`src/rtl/gradients_2.sv`:
```
// Directional-gradient engine for CFA demosaicing: 5x5 window in, short/full
// H/V gradients and complementary direction weights out, 3-stage pipeline.

module gradients_2_absdiff #(
    parameter int W = 12
) (
    input  logic [W-1:0] a,
    input  logic [W-1:0] b,
    output logic [W-1:0] d
);
    assign d = (a > b) ? (a - b) : (b - a);
endmodule

module gradients_2 #(
    parameter int PIX_W = 12,
    parameter int OUT_W = 8
) (
    input  logic             clk,
    input  logic             rst,
    input  logic             start,
    input  logic [PIX_W-1:0] p_m2_m2, p_m2_m1, p_m2_p0, p_m2_p1, p_m2_p2,
    input  logic [PIX_W-1:0] p_m1_m2, p_m1_m1, p_m1_p0, p_m1_p1, p_m1_p2,
    input  logic [PIX_W-1:0] p_p0_m2, p_p0_m1, p_p0_p0, p_p0_p1, p_p0_p2,
    input  logic [PIX_W-1:0] p_p1_m2, p_p1_m1, p_p1_p0, p_p1_p1, p_p1_p2,
    input  logic [PIX_W-1:0] p_p2_m2, p_p2_m1, p_p2_p0, p_p2_p1, p_p2_p2,
    output logic [OUT_W-1:0] grad_hs,
    output logic [OUT_W-1:0] grad_vs,
    output logic [OUT_W-1:0] grad_hf,
    output logic [OUT_W-1:0] grad_vf,
    output logic [OUT_W-1:0] w_grad_hf,
    output logic [OUT_W-1:0] w_grad_vf
);
    localparam int NH    = 20;           // adjacent-pair differences per direction
    localparam int D2_W  = PIX_W + 3;    // signed second-difference width
    localparam int SUM_W = PIX_W + 5;    // 20 * (2^PIX_W - 1) fits
    localparam int NUM_W = OUT_W + 8;    // 256 * grad
    localparam logic [OUT_W-1:0] OUT_MAX = '1;

    typedef logic [4:0][4:0][PIX_W-1:0] win_t;

    typedef struct packed {
        logic [NH-1:0][PIX_W-1:0] hd;
        logic [NH-1:0][PIX_W-1:0] vd;
        logic [PIX_W-1:0]         hs1;
        logic [PIX_W-1:0]         vs1;
        logic [D2_W-1:0]          hs2;
        logic [D2_W-1:0]          vs2;
    } s1_t;

    typedef struct packed {
        logic [OUT_W-1:0] hs;
        logic [OUT_W-1:0] vs;
        logic [OUT_W-1:0] hf;
        logic [OUT_W-1:0] vf;
    } s2_t;

    function automatic logic [OUT_W-1:0] sat_sum(input logic [SUM_W-1:0] x);
        return (x > SUM_W'(OUT_MAX)) ? OUT_MAX : x[OUT_W-1:0];
    endfunction

    function automatic logic [OUT_W-1:0] sat_q(input logic [NUM_W-1:0] x);
        return (x > NUM_W'(OUT_MAX)) ? OUT_MAX : x[OUT_W-1:0];
    endfunction

    function automatic logic [D2_W-1:0] abs_d2(input logic [PIX_W-1:0] c,
                                                input logic [PIX_W-1:0] l,
                                                input logic [PIX_W-1:0] r);
        logic signed [D2_W-1:0] s;
        s = $signed({2'b00, c, 1'b0}) - $signed({3'b000, l}) - $signed({3'b000, r});
        return s[D2_W-1] ? unsigned'(-s) : unsigned'(s);
    endfunction

    // window as [row][col], index 0..4 maps to -2..+2
    win_t pix, pix_q;
    assign pix[0][0] = p_m2_m2; assign pix[0][1] = p_m2_m1; assign pix[0][2] = p_m2_p0;
    assign pix[0][3] = p_m2_p1; assign pix[0][4] = p_m2_p2;
    assign pix[1][0] = p_m1_m2; assign pix[1][1] = p_m1_m1; assign pix[1][2] = p_m1_p0;
    assign pix[1][3] = p_m1_p1; assign pix[1][4] = p_m1_p2;
    assign pix[2][0] = p_p0_m2; assign pix[2][1] = p_p0_m1; assign pix[2][2] = p_p0_p0;
    assign pix[2][3] = p_p0_p1; assign pix[2][4] = p_p0_p2;
    assign pix[3][0] = p_p1_m2; assign pix[3][1] = p_p1_m1; assign pix[3][2] = p_p1_p0;
    assign pix[3][3] = p_p1_p1; assign pix[3][4] = p_p1_p2;
    assign pix[4][0] = p_p2_m2; assign pix[4][1] = p_p2_m1; assign pix[4][2] = p_p2_p0;
    assign pix[4][3] = p_p2_p1; assign pix[4][4] = p_p2_p2;

    logic [2:0] vld_pipe;
    s1_t        s1_d, s1_q;
    s2_t        s2_d, s2_q;

    // Edge 0: window capture and valid tracking
    always_ff @(posedge clk or negedge rst) begin
        if (!rst) begin
            pix_q    <= '0;
            vld_pipe <= '0;
        end else begin
            vld_pipe <= {vld_pipe[1:0], start};
            if (start) pix_q <= pix;
        end
    end

    // Stage 1: absolute differences, one lane per adjacent pair
    genvar gr, gc;
    generate
        for (gr = 0; gr < 5; gr++) begin : g_row
            for (gc = 0; gc < 4; gc++) begin : g_col
                gradients_2_absdiff #(.W(PIX_W)) u_hd (
                    .a(pix_q[gr][gc]), .b(pix_q[gr][gc+1]), .d(s1_d.hd[gr*4+gc])
                );
                gradients_2_absdiff #(.W(PIX_W)) u_vd (
                    .a(pix_q[gc][gr]), .b(pix_q[gc+1][gr]), .d(s1_d.vd[gr*4+gc])
                );
            end
        end
    endgenerate

    gradients_2_absdiff #(.W(PIX_W)) u_hs1 (.a(pix_q[2][1]), .b(pix_q[2][3]), .d(s1_d.hs1));
    gradients_2_absdiff #(.W(PIX_W)) u_vs1 (.a(pix_q[1][2]), .b(pix_q[3][2]), .d(s1_d.vs1));
    assign s1_d.hs2 = abs_d2(pix_q[2][2], pix_q[2][0], pix_q[2][4]);
    assign s1_d.vs2 = abs_d2(pix_q[2][2], pix_q[0][2], pix_q[4][2]);

    // Stage 2: sums, shift, saturate
    logic [SUM_W-1:0] hf_sum, vf_sum, hs_sum, vs_sum;
    always_comb begin
        hf_sum = '0;
        vf_sum = '0;
        for (int i = 0; i < NH; i++) begin
            hf_sum = hf_sum + SUM_W'(s1_q.hd[i]);
            vf_sum = vf_sum + SUM_W'(s1_q.vd[i]);
        end
        hs_sum = SUM_W'(s1_q.hs1) + SUM_W'(s1_q.hs2);
        vs_sum = SUM_W'(s1_q.vs1) + SUM_W'(s1_q.vs2);
    end

    assign s2_d.hs = sat_sum(hs_sum >> 4);
    assign s2_d.vs = sat_sum(vs_sum >> 4);
    assign s2_d.hf = sat_sum(hf_sum >> 6);
    assign s2_d.vf = sat_sum(vf_sum >> 6);

    always_ff @(posedge clk or negedge rst) begin
        if (!rst) begin
            s1_q <= '0;
            s2_q <= '0;
        end else begin
            s1_q <= s1_d;
            s2_q <= s2_d;
        end
    end

    // Stage 3: weights from the saturated full gradients; denominator is never 0
    logic [OUT_W:0]     den;
    logic [NUM_W-1:0]   q_h, q_v;
    assign den = {1'b0, s2_q.hf} + {1'b0, s2_q.vf} + {{OUT_W{1'b0}}, 1'b1};
    assign q_h = {s2_q.vf, 8'h00} / NUM_W'(den);
    assign q_v = {s2_q.hf, 8'h00} / NUM_W'(den);

    always_ff @(posedge clk or negedge rst) begin
        if (!rst) begin
            grad_hs   <= '0;
            grad_vs   <= '0;
            grad_hf   <= '0;
            grad_vf   <= '0;
            w_grad_hf <= '0;
            w_grad_vf <= '0;
        end else if (vld_pipe[2]) begin
            grad_hs   <= s2_q.hs;
            grad_vs   <= s2_q.vs;
            grad_hf   <= s2_q.hf;
            grad_vf   <= s2_q.vf;
            w_grad_hf <= sat_q(q_h);
            w_grad_vf <= sat_q(q_v);
        end
    end
endmodule

```
`config.mk`:
```
export PLATFORM = sky130hd
export DESIGN_NAME = gradients_2
export DESIGN_NICKNAME = d
export VERILOG_FILES = /design/src/rtl/gradients_2.sv
export SDC_FILE = /design/constraint.sdc
export NUM_CORES = 2
export LEC_CHECK = 0
export CAP_MARGIN = 0
export CORE_UTILIZATION = 46
export DETAILED_ROUTE_END_ITERATION = 8
export PLACE_DENSITY_LB_ADDON = 0.15
export SYNTH_ARGS = -nofsm -noshare
export SYNTH_HDL_FRONTEND = slang
export SYNTH_SLANG_ARGS = --single-unit
```
`constraint.sdc`:
```
create_clock -name clk -period 77.8 [get_ports clk]
set_input_delay 11.67 -clock clk [delete_from_list [all_inputs] [get_ports clk]]
set_output_delay 11.67 -clock clk [all_outputs]
set_load 0.03 [all_outputs]
```
==> Yosys cells after proc, flatten, opt, wreduce, memory -nomap -nowiden <==
Cells that the tools add are included.
{ "word_totals": {"output_inout_bits": 48, "ff_bits": 917, "input_bits": 303, "word_cells": 312} }
{ "op_classes": {"add_sub_neg": 132, "n_div": 2, "magnitude_cmp": 48, "muxes": 50} }
{ "op_table": {"columns": ["cell", "n"], "rows": [
  ["$sub 12x12->12", 84],
  ["$gt 12x12->1", 42],
  ["$mux 12", 42],
  ["$add 17x12->17", 28],
  ["$mux 8", 6],
  ["$add 16x12->17", 2],
  ["$add 12x15->16", 2],
  ["$add 15x12->16", 2],
  ["$div 16x9->16", 2],
  ["$gt 16x8->1 const B", 2],
  ["$add 14x12->15", 2],
  ["$mux 15", 2],
  ["$neg 15->15", 2],
  ["$sub 14x13->15", 2],
  ["$add 13x12->14", 2],
  ["$sub 13x12->14", 2],
  ["$add 12x12->13", 2],
  ["$gt 12x8->1 const B", 2],
  ["$gt 11x8->1 const B", 2],
  ["$add 8x8->9", 1],
  ["$add 9x1->9 const B", 1]
]} }

==> Depth between registers and ports, before layout <==
{ "depth": {"word_depth": 21, "ltp_mapped": 180, "depth_no_buf": 169} }

==> Cells and area by module <==
Synthesis repeated with hierarchy kept, for this count alone.
{ "hier_totals": {"cells_unflattened": 10739, "hier_area_um2": 98592.1} }
{ "modules_own_cells": {"columns": ["module", "area_per_inst_um2", "cells_per_inst", "seq_area_each_um2", "n_inst"], "rows": [
  ["gradients_2", 53241.1, 4439, 22947.0, 1],
  ["gradients_2_absdiff", 1079.8, 150, 0.0, 42]
]} }

==> Worst setup path before layout <==
No wires, ideal clock.
{ "synth_timing": {"kind": "reg2reg", "startpoint": "register s2_q[0] in the netlist's numbering", "endpoint": "register w_grad_vf[0]", "stages_incl_launch_ff": 166, "setup_slack_ns": 45.422, "period_less_slack_ns": 32.378, "path_buffers": 11, "required_time_ns": 77.661, "setup_time_ns": 0.139, "arrival_ns": 32.239, "path_cell_list": "dfrtp_1 > buf_2 > inv_1 > ha_1 > nand2b_1 > a21oi_1 > xnor2_1 > nand3_1 > nor3_1 > and2_1 > a21oi_1 > a21oi_1 > ha_1 > or3_1 > nand3_1 > o31ai_1 > a22o_1 > ha_1 > [... 130 more ...] > o21a_1 > o21ai_0 > nand2b_1 > nor3_1 > nand3_1 > buf_2 > nand2b_1 > o31ai_1 > ha_1 > a21o_1 > a21o_1 > a21oi_1 > o21ai_0 > and3b_1 > a21oi_1 > o2111ai_1 > a21oi_1 > a41oi_1"} }
{ "synth_via": {"elab_chain_cells": 5} }
{ "synth_rtl": {"columns": ["element", "line", "rtl"], "rows": [
  ["from (decl)", "88", "s2_t s2_d, s2_q;"],
  ["from (signal assigned)", "142", "s2_q <= '0;"],
  ["from (signal assigned)", "145", "s2_q <= s2_d;"],
  ["$add 8x8->9 (*)", "152", "assign den = {1'b0, s2_q.hf} + {1'b0, s2_q.vf} + {{OUT_W{1'b0}}, 1'b1};"],
  ["$add 9x1->9 (*)", "152", null],
  ["$div 16x9->16 (*)", "154", "assign q_v = {s2_q.hf, 8'h00} / NUM_W'(den);"],
  ["$gt 16x8->1", "62", "return (x > NUM_W'(OUT_MAX)) ? OUT_MAX : x[OUT_W-1:0];"],
  ["$mux 8 (*)", "62", null],
  ["to (signal assigned)", "170", "w_grad_vf <= sat_q(q_v);"],
  ["to (decl)", "31", "output logic [OUT_W-1:0] w_grad_vf"]
]} }
Every way passes the cells marked *; elsewhere a longest branch is shown, timed or not.
A chain may end at the register's enable or synchronous reset.

==> Final worst setup path <==
Ends and elaborated chain as after synthesis.

==> summary.txt <==
Fillers: 18.3k
Max Slew Vio Count: 0
Final hold vios: 0
Bufs on Longest Clock Path: 3
Site Rows: 163
Fin Clk Skew: 0.0483 ns
Vias: 77.8k
Commonest cells in the netlist: ha_1 (1308), inv_1 (1085), o21ai_0 (999)
WL/cell: 29.3 um
Setup repair bufs after CTS: 0
CP Data Required Time: 78.47 ns
Area added between synthesis and finish: 12.0%
I/O Buffers: 350
Synth Flop Type: dfrtp_1
CTS clock-pin slew for the worst setup and hold paths: 0.07 ns
Num CTS Buffers: 115
CP Capture Type: register
First-pass GRT wire length: 540000 um
Largest net degree at the start of global routing: 149
Avg Cell Area, Syn: 9.24 um^2
Initial antenna violation count: 26
Slowest cell on crit path: nor4_1
Status: completed
Final cell count without fillers: 13.0k
Number of flip-flops in the largest register: 534
Top Registers: s1_q: 534 flops, pix_q: 300 flops, s2_q: 32 flops
Worst Setup SP: s2_q[0]
Number of global-route vias before repair: 76.7k
Most frequent cell after synthesis: ha_1
Rel. slew slack: 14.0%
Drt pass-1 iters: 9
Layout net count: 12.4k
Maxcap violations: 0
RSZ-0062 raised after global routing: no
Clock sinks: 917
Die Height: 449 um
Post-synth EDFFs: 0
Dpl ws: 40.44 ns
Root Driver: clkbuf_16
Sum Neg Setup Slack: 0 ns
Sequential element share of the synthesized area: 25.0%
Hold Startpoint: vld_pipe[0]
Startpoint types: register
Reg2reg start: s2_q[0]
Mapped Cells: 9929
PostCTS Resize Cnt: 0
Routed Wire Length: 381000 um
Top reg by flops: s1_q
Slowest stage delay, CP: 0.67 ns
Worst min path class: register to register
Worst Setup Slack, final: 40.01 ns
Number of synthesized register bits: 917
CP dominant cell by count: o21ai_0
Initial DRC count: 7771
Largest area contributor in the netlist: dfrtp_1
Yosys warning count: 0
Synth unique cells: 105
Worst Tran Pin Value: 1.28 ns
Synth top area share: 25.0%
Die Footprint: 201000 um^2
CORE AREA: 198000 um^2
RD Place Congestion: 1.04
CTS tree: yes
Share of cells above drive strength 1: 5.26%
# IOs: 351
Asr flop ratio synth: 100%
Max frequency: 26.5 MHz
Area contributors post-synth: dfrtp_1 (25%), ha_1 (18%), fa_1 (11%)
Mapped cell area: 91700 um^2
Critical path type: register to register
Final HPWL DP: 306000 um
Total congestion overflow: 0
Starting density of the core: 46.4%
CTS Hold Buffers Added: 0
Drt drc: 0
Worst EP arrival: 38.46 ns
Tcrit/Tclk final: 48.6%
Routed Antenna Nets: 0
Final critical-path required period: 37.79 ns
CTS H-tree depth: 3
Clock Latency Late Sink: 0.82 ns
Die width: 449 um
Crit Path Max Fanout: 32
# setup viols final: 0
GRT Total Usage: 37.1%
Dpl cells: 12.8k
Vias per inst: 5.98
metrics by stage:
stage	cell area, um^2	util [%]	hold slack, ns
finish	103000	51.9	0.352
global placement	98600	49.8	0.333
global route	103000	51.9	0.364
CTS	103000	51.9	0.354
detailed placement	98600	49.8	0.340
floorplan	91800	-	0.331
cell families after synthesis:
logic type               share of synthesized area, %
flip-flops                                       25.0
other                                         0.00409
AND/OR/NAND/NOR                                  10.6
buffers and inverters                            5.56
adder cells (fa/ha/maj)                          29.0
XOR/XNOR                                         5.61
AO/OA/AOI/OAI                                    19.9
multiplexers                                     4.36
placed cells by master (no fill, tap or decap), types with 22 or more instances in the layout:
master           count
nand3_1            103
nand4_1            148
mux2_2             107
clkbuf_8            22
o21a_1             150
and2_1              22
a31oi_1             38
or3_1               35
a21boi_0            61
mux2i_1            271
a31o_2              31
o31ai_1             37
buf_4              119
o211ai_1            52
clkbuf_16          117
nand2b_1           133
a21oi_1            648
xnor2_1            356
ha_1              1307
nor3_1             157
fa_1               508
a21o_1             474
clkdlybuf4s50_1    348
xor2_1             229
dfrtp_1            916
o21bai_1            96
o21ai_0            999
a221oi_1            67
a211oi_1            48
nor2b_1            311
nor2_1             371
a221o_1             57
inv_1             1085
nand2_1            577
final cells by class:
cell class,count,area (um^2),area share [%]
Timing Repair Buffer,471,4450,4.33
Clock inverter,66,917,0.892
Multi-Input combinational cell,7667,63800,62.1
Clock buffer,152,3280,3.19
Inverter,1090,4090,3.98
Sequential cell,917,22900,22.3
Tap cell,2640,3300,3.21
Antenna cell,5,12.5,0.0122
critical path, delay by kind of cell, from the launching register on:
family	cells	cell delay (ns)
multiplexers	2	0.69
buffers and inverters	10	2.24
flip-flops	1	0.50
AO/OA/AOI/OAI	85	17.50
AND/OR/NAND/NOR	47	11.26
adder cells (fa/ha/maj)	18	5.45
path summary, 6_finish.rpt:
check / endpoint / slack, ns / depth (start not counted)
worst max-delay path: w_grad_vf[0] / 40.01 / 162
worst min-delay path: vld_pipe[1] / 0.35 / 0
worst max register to register: w_grad_vf[0] / 40.01 / 162
worst min register to register: vld_pipe[1] / 0.35 / 0
max in group asynchronous: pix_q[256] / 63.83 / 4
min in group asynchronous: pix_q[51] / 10.81 / 1
routing by layer:
metal / up-vias / share of wire (%) / wire length [um] / GRT usage [%]
met5: - / 0.0081 / 31 / 0
met2: 3262 / 45 / 171000 / 58.8
met4: 4 / 7.0 / 26700 / 22.1
li1: 35100 / - / - / -
met1: 38600 / 42 / 159000 / 48.6
met3: 801 / 6.3 / 24200 / 4.62
Power is left out: the tool's default activity adds up to more than one toggle a clock period on the data nets, which glitch-free logic cannot reach.
